==> config.mk <==
export PLATFORM = sky130hd
export DESIGN_NAME = tone_sequencer_voice
export DESIGN_NICKNAME = d
export VERILOG_FILES = /design/src/rtl/tone_sequencer_voice_pkg.sv /design/src/rtl/tone_sequencer_voice_ms_tick_gen.sv /design/src/rtl/tone_sequencer_voice.sv
export SDC_FILE = /design/constraint.sdc
export NUM_CORES = 1
export LEC_CHECK = 0
export ABC_AREA = 1
export CAP_MARGIN = 10
export CORE_MARGIN = 3
export CORE_UTILIZATION = 35
export DETAILED_ROUTE_END_ITERATION = 7
export SLEW_MARGIN = 5
export SYNTH_ARGS = -nofsm -noshare
export SYNTH_HDL_FRONTEND = slang
export SYNTH_SLANG_ARGS = --single-unit
==> constraint.sdc <==
create_clock -name clk -period 8.53 [get_ports clk]
set_input_delay 1.706 -clock clk [delete_from_list [all_inputs] [get_ports clk]]
set_output_delay 1.706 -clock clk [all_outputs]
set_load 0.02 [all_outputs]
==> src/rtl/tone_sequencer_voice_pkg.sv <==
// Shared constants for the tone sequencer voice: the note frequency table,
// the half-period helper and the voice state encoding.
package tone_pkg;

  localparam int unsigned NUM_NOTES = 12;
  localparam logic [3:0]  REST_MIN  = 4'd12;

  // C4..B4 in centi-Hz
  localparam int unsigned F_CHZ [NUM_NOTES] = '{
    26163, 27718, 29366, 31113, 32963, 34923,
    36999, 39200, 41530, 44000, 46616, 49388
  };

  typedef enum logic {IDLE, PLAY} state_t;

  // Half-period in clocks of semitone idx: clk_hz / (2 * f), f = F_CHZ/100
  function automatic logic [63:0] note_half(input logic [63:0] clk_hz, input int idx);
    return (clk_hz * 64'd50) / 64'(F_CHZ[idx]);
  endfunction

endpackage

==> src/rtl/tone_sequencer_voice_ms_tick_gen.sv <==
// Millisecond strobe: one-cycle tick every CLK_HZ/1000 enabled cycles.
module ms_tick_gen
  import tone_pkg::*;
#(
  parameter int unsigned CLK_HZ = 50_000_000
) (
  input  logic clk,
  input  logic reset_n,
  input  logic clr,
  input  logic en,
  output logic tick
);

  localparam int unsigned DIV = CLK_HZ / 1000;
  localparam int unsigned W   = (DIV > 1) ? $clog2(DIV) : 1;

  logic [W-1:0] cnt;

  // Not gated by clr: clr is derived from tick upstream, so gating would loop
  assign tick = en && (cnt == W'(DIV - 1));

  always_ff @(posedge clk or negedge reset_n) begin
    if (!reset_n)      cnt <= '0;
    else if (clr)      cnt <= '0;
    else if (en)       cnt <= tick ? '0 : cnt + W'(1);
  end

endmodule

==> src/rtl/tone_sequencer_voice.sv <==
// Square-wave note voice: 12 semitones x 4 octaves, timed in ms, with a
// one-deep pending note that takes over at the next half-period boundary.
module tone_sequencer_voice
  import tone_pkg::*;
#(
  parameter int unsigned CLK_HZ = 50_000_000,
  parameter int unsigned CNT_W  = 21,
  parameter int unsigned DUR_W  = 16
) (
  input  logic             clk,
  input  logic             reset_n,
  input  logic             start,
  input  logic [3:0]       note,
  input  logic [1:0]       octave,
  input  logic [DUR_W-1:0] dur_ms,
  input  logic             stop,
  input  logic             en,
  output logic             speaker,
  output logic             busy,
  output logic             done
);

  typedef struct packed {
    logic [3:0]       note;
    logic [1:0]       octave;
    logic [DUR_W-1:0] dur;
  } req_t;

  // Rest slots hold 0 so a rest loads half_q = 0 with no extra muxing
  logic [CNT_W-1:0] half_tbl [16];
  for (genvar i = 0; i < 16; i++) begin : g_tbl
    if (i < NUM_NOTES) begin : g_note
      assign half_tbl[i] = CNT_W'(note_half(64'(CLK_HZ), i));
    end else begin : g_rest
      assign half_tbl[i] = '0;
    end
  end

  state_t           state_q, state_d;
  req_t             req_in, pend_q, ld_req;
  logic             pend_vld;
  logic             rest_q;
  logic [CNT_W-1:0] half_q, div_cnt;
  logic [DUR_W-1:0] dur_q, ms_cnt;
  logic             phase;
  logic             play_st, boundary, tick, expire;
  logic             load, keep_phase, pend_set, pend_clr, done_d;
  logic             ld_rest;
  logic [CNT_W-1:0] ld_half;

  assign req_in   = {note, octave, dur_ms};
  assign play_st  = (state_q == PLAY);
  assign busy     = play_st | pend_vld;
  assign boundary = play_st && en && !rest_q && (div_cnt == half_q - CNT_W'(1));
  assign expire   = play_st && tick && (dur_q != '0) && (ms_cnt + DUR_W'(1) == dur_q);
  assign ld_rest  = (ld_req.note >= REST_MIN);
  assign ld_half  = half_tbl[ld_req.note] >> ld_req.octave;

  ms_tick_gen #(.CLK_HZ(CLK_HZ)) u_ms_tick (
    .clk     (clk),
    .reset_n (reset_n),
    .clr     (load),
    .en      (en && play_st),
    .tick    (tick)
  );

  always_comb begin
    state_d    = state_q;
    load       = 1'b0;
    ld_req     = pend_q;
    keep_phase = 1'b0;
    pend_set   = 1'b0;
    pend_clr   = 1'b0;
    done_d     = 1'b0;
    unique case (state_q)
      IDLE: begin
        if (start && !stop) begin
          load    = 1'b1;
          ld_req  = req_in;
          state_d = PLAY;
        end
      end
      PLAY: begin
        if (stop) begin
          state_d  = IDLE;
          pend_clr = 1'b1;
        end else if (expire) begin
          // A fresh start beats both the pending slot and the done pulse
          if (start) begin
            load     = 1'b1;
            ld_req   = req_in;
            pend_clr = 1'b1;
          end else if (pend_vld) begin
            load     = 1'b1;
            pend_clr = 1'b1;
          end else begin
            state_d = IDLE;
            done_d  = 1'b1;
          end
        end else begin
          if (pend_vld && (rest_q || boundary)) begin
            load       = 1'b1;
            keep_phase = boundary;
            pend_clr   = 1'b1;
          end
          pend_set = start;
        end
      end
      default: state_d = IDLE;
    endcase
  end

  always_ff @(posedge clk or negedge reset_n) begin
    if (!reset_n) begin
      state_q  <= IDLE;
      pend_q   <= '0;
      pend_vld <= 1'b0;
      rest_q   <= 1'b0;
      half_q   <= '0;
      dur_q    <= '0;
      div_cnt  <= '0;
      ms_cnt   <= '0;
      phase    <= 1'b0;
      speaker  <= 1'b0;
      done     <= 1'b0;
    end else begin
      state_q <= state_d;
      done    <= done_d;
      speaker <= play_st && en && !stop && phase && !rest_q;
      if (pend_set) begin
        pend_q   <= req_in;
        pend_vld <= 1'b1;
      end else if (pend_clr) begin
        pend_vld <= 1'b0;
      end
      if (load) begin
        rest_q  <= ld_rest;
        half_q  <= ld_half;
        dur_q   <= ld_req.dur;
        div_cnt <= '0;
        ms_cnt  <= '0;
        // Legato swap keeps toggling; every other load restarts low
        phase   <= keep_phase && !ld_rest ? ~phase : 1'b0;
      end else if (play_st && en) begin
        if (tick) ms_cnt <= ms_cnt + DUR_W'(1);
        if (boundary) begin
          div_cnt <= '0;
          phase   <= ~phase;
        end else if (!rest_q) begin
          div_cnt <= div_cnt + CNT_W'(1);
        end
      end
    end
  end

endmodule

==> results of run 1 <==
per-stage QoR:
step	util (%)	hold WS (ns)
floorplan	-	0.451
detailed placement	38.1	0.466
CTS	40.6	0.473
global placement	38.1	0.463
global route	40.6	0.486
finish	40.6	0.470
cell type report:
| cell class | instances | share of cell area, % |
|---|---|---|
| multi-input cells | 883 | 49.1 |
| flip-flops and latches | 114 | 30.7 |
| inverters | 154 | 6.32 |
| clock buffers | 17 | 4.57 |
| well taps | 313 | 4.21 |
| repair buffers | 34 | 3.50 |
| clock inverters | 15 | 1.61 |
power by group:
group	switching [mW]	total, mW	internal (mW)
registers	0.112	0.761	0.649
logic	0.514	0.790	0.276
clock network	0.289	0.696	0.408
total	0.914	2.25	1.33
critical path: cells and delay by family:
family | cells | cell delay, ns
simple gates | 17 | 2.70
buf+inv | 2 | 0.74
compound gates | 1 | 0.13
layer usage:
| metal | wire length (um) | track usage, % |
|---|---|---|
| met1 | 11100 | 26.0 |
| met2 | 8890 | 24.1 |
| met3 | 1160 | 2.84 |
| met4 | 379 | 5.69 |
| met5 | 0 | 0 |
sequential cells by signal (all words and copies together), names as in the netlist, 16 cells and up:
register and count:
ms_cnt 16, u_ms_tick.cnt 16, dur_q 16, half_q 17, div_cnt 21, pend_q 22
logic make-up after synthesis:
| group | after synthesis |
|---|---|
| compound gates | 207 |
| simple gates | 613 |
| fa+ha+maj | 10 |
| xor+xnor | 52 |
| buf+inv | 195 |
| mux | 1 |
| flops | 114 |
placed cells by master, fill, tap and decap left out, types with 5 or more instances in the layout:
cell             netlist  layout
o22ai_1               16      16
nor4_1                 7       6
xnor2_1                8       8
nand3_1              156     156
nor2_1                81      80
nand3b_1               5       5
inv_6                  0       5
ha_1                  10      10
inv_1                148     148
o21ai_0              108     108
o21ai_1               23      23
nand2_1              264     263
buf_4                  5       6
nand2_2                6       7
nor2_2                10      11
a21oi_1               42      42
nor3_1                18      18
xor2_1                43      43
clkdlybuf4s50_1        0      28
a211oi_1               6       6
nand4_1               46      46
dfrtp_1              114     114
clkbuf_16              0      17
worst paths after layout:
kind | cells after the start | start | slack (ns) | to
hold / removal | 1 | phase$_DFFE_PN0P_ | 0.47 | phase$_DFFE_PN0P_
hold reg to reg | 1 | phase$_DFFE_PN0P_ | 0.47 | phase$_DFFE_PN0P_
setup / recovery | 20 | en | 3.55 | div_cnt[5]$_DFFE_PN0P_
min in group asynchronous | 1 | reset_n | 1.36 | u_ms_tick.cnt[3]$_DFFE_PN0P_
max in group asynchronous | 2 | reset_n | 5.91 | ms_cnt[6]$_DFFE_PN0P_
setup reg to reg | 18 | ms_cnt[0]$_DFFE_PN0P_ | 4.35 | u_ms_tick.cnt[8]$_DFFE_PN0P_
==> flow_summary.json, run 1 <==
{
  "hold_violations": 0,
  "synth.distinct_cells": 45,
  "cts_root_buf": "clkbuf_16",
  "total_leakage_power_nw": 4.22,
  "cts_buffer_depth": 2,
  "post-place-cells": 1498,
  "grt_max_degree": 59,
  "cts-hold-fix-buffers": 0,
  "ys.warnings.count": 0,
  "antenna_found_initial": 0,
  "final.setup.tns_ns": 0,
  "diodes": 0,
  "synth_top_cell_area_share_pct": 34.6,
  "muxShareOfSynthArea_pct": 0.121,
  "finalNetCount": 1241,
  "dieArea_sq_mm": 0.0254,
  "drtPass1Iterations": 6,
  "rsz0062_at_grt": "no",
  "grt_usage_pct": 17.0,
  "drt-total-wl_um": 21600,
  "synth_top_family_by_area": "simple AND/OR/NAND/NOR gates",
  "multi_input_area_sq_mm": 0.00457,
  "clkSlewWorstSetupHoldPaths_ns": 0.06,
  "layout-drive-gt1-share_pct": 6.41,
  "syn-cell-area_sq_mm": 0.00825,
  "worst-path-max-fanout": 48,
  "maxCapViolCount": 0,
  "port_buffers": 29,
  "path_cells": "clkdlybuf4s50_1 -> nand2_4 -> nor2_2 -> nand3_1 -> nor2_1 -> nand2_1 -> nor2_1 -> nand3_1 -> nor2_1 -> nand2_1 -> nand2_1 -> nand2_1 -> nand2_1 -> nand3_1 -> nand2_2 -> inv_8 -> nand2_2 -> nand2_1 -> o21ai_1 -> nor2_1",
  "cts.sinks": 114,
  "syn_nets": 1229,
  "cts-resized-gates": 0,
  "seqCellArea_sq_mm": 0.00285,
  "fp.dieH_um": 159,
  "numCtsBuffers": 17,
  "critPathSlowestCell": "nand2_2",
  "rows": 55,
  "start_util_pct": 36.0,
  "status": "finished, final reports clean",
  "core_sq_mm": 0.0229,
  "cpMostUsedCell": "nand2_1",
  "clk_latency_ns": 0.43,
  "grt_pass1_wl_um": 35900,
  "syn_area_per_cell_sq_um": 6.92,
  "min_period_ns": 4.98,
  "drtIter0Drc": 610,
  "area_growth_pct": 12.8,
  "max_slew.worst_pin.slew_ns": 0.929,
  "setup_violations": 0,
  "vias": 7819,
  "ys_top_cells_by_count": "nand2_1, nand3_1, inv_1, dfrtp_1, o21ai_0",
  "fillers": 2363,
  "power_density_mw_per_mm2": 242,
  "relSlewSlack_pct": 37.8,
  "wl_per_cell_um": 14.1,
  "synth_compound_area_share_pct": 13.6,
  "fin_skew_ns": 0.0131,
  "worst_slack_ns": 3.55,
  "cp-start-kind": "primary input",
  "synth_area_leaders": "dfrtp_1, nand2_1, nand3_1",
  "dp_hpwl_um": 15900,
  "synth_edf_count": 0,
  "end_kind": "flop",
  "synthFlopType": "dfrtp_1",
  "route.detailed.drc": 0,
  "instances_no_fill": 1530,
  "place_area_sq_mm": 0.00872,
  "required_ns": 8.84,
  "die_w_um": 159,
  "routed_via_density": 5.11,
  "overflow": 0,
  "finalWeightedCongestion": 0.879,
  "seq_area_frac_synth_pct": 34.6,
  "cts_tree": "done",
  "crit_path_max_incr_delay_ns": 0.69,
  "synth_seq_cells": 114,
  "grt_pass1_vias": 7085,
  "htreeDepth": 4,
  "arrival_ns": 5.29,
  "max-vdd-ir-drop_uv": 133,
  "dpl_worst_slack_ns": 3.10,
  "ioPinCount": 30,
  "report.final.slew_viol_count": 0,
  "hold_class": "reg2reg",
  "yosysMostFrequentCell": "nand2_1",
  "fin_crit_sh_pct": 58.4,
  "p_total_mw": 2.25,
  "fmax_mhz": 201,
  "async_reset_ff_share_pct": 100,
  "postSynthCellCount": 1192,
  "drtAntennaViolNets": 0,
  "fin_area_sq_mm": 0.00930,
  "postCtsSetupBuffers": 0,
  "synth_area_leader_cell": "dfrtp_1",
  "synthAdderAreaFrac_pct": 1.52,
  "synth_xor_area_share_pct": 5.69,
  "worstSetupPathType": "in2reg",
  "yosys.area_share.simple_pct": 34.3
}
Note: power is estimated with default switching activity, not from simulation.
==> run 2, diff against run 1 <==
clock period = 4.7 ns   (was 8.53 ns; I/O delays follow)
==> flow_summary.json, run 2 (synthesized netlist as in run 1, its figures left out) <==
{
  "status": "finished, final reports clean",
  "numCtsBuffers": 17,
  "fin_skew_ns": 0.0105,
  "max-vdd-ir-drop_uv": 170,
  "finalWeightedCongestion": 0.941,
  "htreeDepth": 4,
  "cts-hold-fix-buffers": 0,
  "hold_class": "reg2reg",
  "setup_violations": 0,
  "place_area_sq_mm": 0.00877,
  "seqCellArea_sq_mm": 0.00285,
  "grt_usage_pct": 17.2,
  "ioPinCount": 30,
  "cts.sinks": 114,
  "power_density_mw_per_mm2": 435,
  "die_w_um": 159,
  "fmax_mhz": 260,
  "multi_input_area_sq_mm": 0.00457,
  "min_period_ns": 3.85,
  "drtPass1Iterations": 8,
  "clk_latency_ns": 0.43,
  "report.final.slew_viol_count": 0,
  "arrival_ns": 4.16,
  "rows": 55,
  "maxCapViolCount": 0,
  "cts_buffer_depth": 2,
  "clkSlewWorstSetupHoldPaths_ns": 0.06,
  "crit_path_max_incr_delay_ns": 0.42,
  "critPathSlowestCell": "dfrtp_1",
  "start_util_pct": 36.0,
  "area_growth_pct": 13.3,
  "final_cell_mix": "nand2_1, nand3_1, inv_1",
  "route.detailed.drc": 0,
  "dieArea_sq_mm": 0.0254,
  "hold_violations": 0,
  "drtAntennaViolNets": 0,
  "cpMostUsedCell": "nand3_1",
  "overflow": 0,
  "routed_via_density": 5.04,
  "diodes": 0,
  "cts_tree": "done",
  "worst-path-max-fanout": 11,
  "path_cells": "ha_1 -> nand2_2 -> nor2_2 -> nand3_1 -> nand3_1 -> nand2_1 -> nor2_1 -> nand3_1 -> nor2_2 -> nand3_1 -> nand2_1 -> nand3_1 -> nand2_1 -> inv_1 -> ha_1 -> nand3b_1 -> nand3_1 -> nand3_1 -> nand3_1 -> nand3_1",
  "cp-start-kind": "flop",
  "grt_pass1_wl_um": 36100,
  "end_kind": "flop",
  "worstSetupPathType": "reg2reg",
  "min_from": "phase$_DFFE_PN0P_",
  "wl_per_cell_um": 14.0,
  "max_slew.worst_pin.slew_ns": 0.965,
  "fin_crit_sh_pct": 82.0,
  "postCtsSetupBuffers": 0,
  "cp-startpoint": "ms_cnt[1]$_DFFE_PN0P_",
  "top_regs": "pend_q (22), div_cnt (21), half_q (17)",
  "port_buffers": 29,
  "fp.dieH_um": 159,
  "rsz0062_at_grt": "no",
  "fillers": 2399,
  "required_ns": 5.01,
  "layout-drive-gt1-share_pct": 6.72,
  "final_common_cell": "nand2_1",
  "cts-resized-gates": 0,
  "total_leakage_power_nw": 4.25,
  "core_sq_mm": 0.0229,
  "utilization_pct": 40.8,
  "fin_area_sq_mm": 0.00934,
  "drtIter0Drc": 532,
  "r2r_start": "ms_cnt[1]$_DFFE_PN0P_",
  "largest_reg_flops": 22,
  "top_register": "pend_q",
  "vias": 7739,
  "finalNetCount": 1245,
  "dp_hpwl_um": 15700,
  "cts_root_buf": "clkbuf_16",
  "drt-total-wl_um": 21500,
  "relSlewSlack_pct": 35.7,
  "antenna_found_initial": 0,
  "final.setup.tns_ns": 0,
  "grt_max_degree": 74,
  "grt_pass1_vias": 7253
}
-- run 2: cell count changes in the layout (fill, tap and decap cells not counted), sizes merged --
| cell | delta |
|---|---|
| clkinv | -1 |
| buf | +4 |
| inv | +2 |
| clkinvlp | -1 |
-- run 2: power breakdown --
part           switching, mW  leakage [nW]  internal (mW)  total [mW]
Clock                  0.537         0.274          0.741        1.28
Combinational          0.919          2.47          0.505        1.42
Sequential             0.184          1.50           1.18        1.36
-- run 2: final cells by class --
type / count / share of cell area (%)
Tap cell: 313 / 4.19
Clock buffer: 17 / 4.55
Timing Repair Buffer: 38 / 3.94
Clock inverter: 15 / 1.58
Multi-Input combinational cell: 883 / 48.9
Sequential cell: 114 / 30.5
Inverter: 154 / 6.30
-- run 2: worst paths after layout --
path	slack, ns	end	cells after the start
worst max-delay path	0.85	half_q[4]$_DFFE_PN0P_	20
worst min-delay path	0.47	phase$_DFFE_PN0P_	1
worst max register to register	0.85	half_q[4]$_DFFE_PN0P_	20
worst min register to register	0.47	phase$_DFFE_PN0P_	1
max in group asynchronous	3.25	pend_q[3]$_DFFE_PN0P_	2
min in group asynchronous	0.66	div_cnt[2]$_DFFE_PN0P_	1
-- run 2: critical path, delay by kind of cell, from the launching register on --
kind                     cells  cell delay, ns
buffers and inverters        1            0.14
AND/OR/NAND/NOR             17            2.52
adder cells (fa/ha/maj)      2            0.64
flip-flops                   1            0.42
-- run 2: metal layers --
layer | share of wire, % | global-route usage [%] | vias up
li1 | - | - | 4010
met1 | 48 | 23.7 | 3521
met2 | 45 | 27.2 | 174
met3 | 4.6 | 3.12 | 34
met4 | 2.4 | 5.69 | 0
met5 | 0 | 0 | -
-- run 2: stage by stage --
step	power (mW)	setup slack [ns]	cells	hold WS, ns
after floorplan	2.46	1.53	1192	0.451
after global placement	2.78	0.659	1502	0.464
after detailed placement	2.80	0.605	1502	0.467
after CTS	4.09	0.888	1534	0.475
after global routing	4.38	0.439	1534	0.506
final	4.06	0.847	1534	0.469
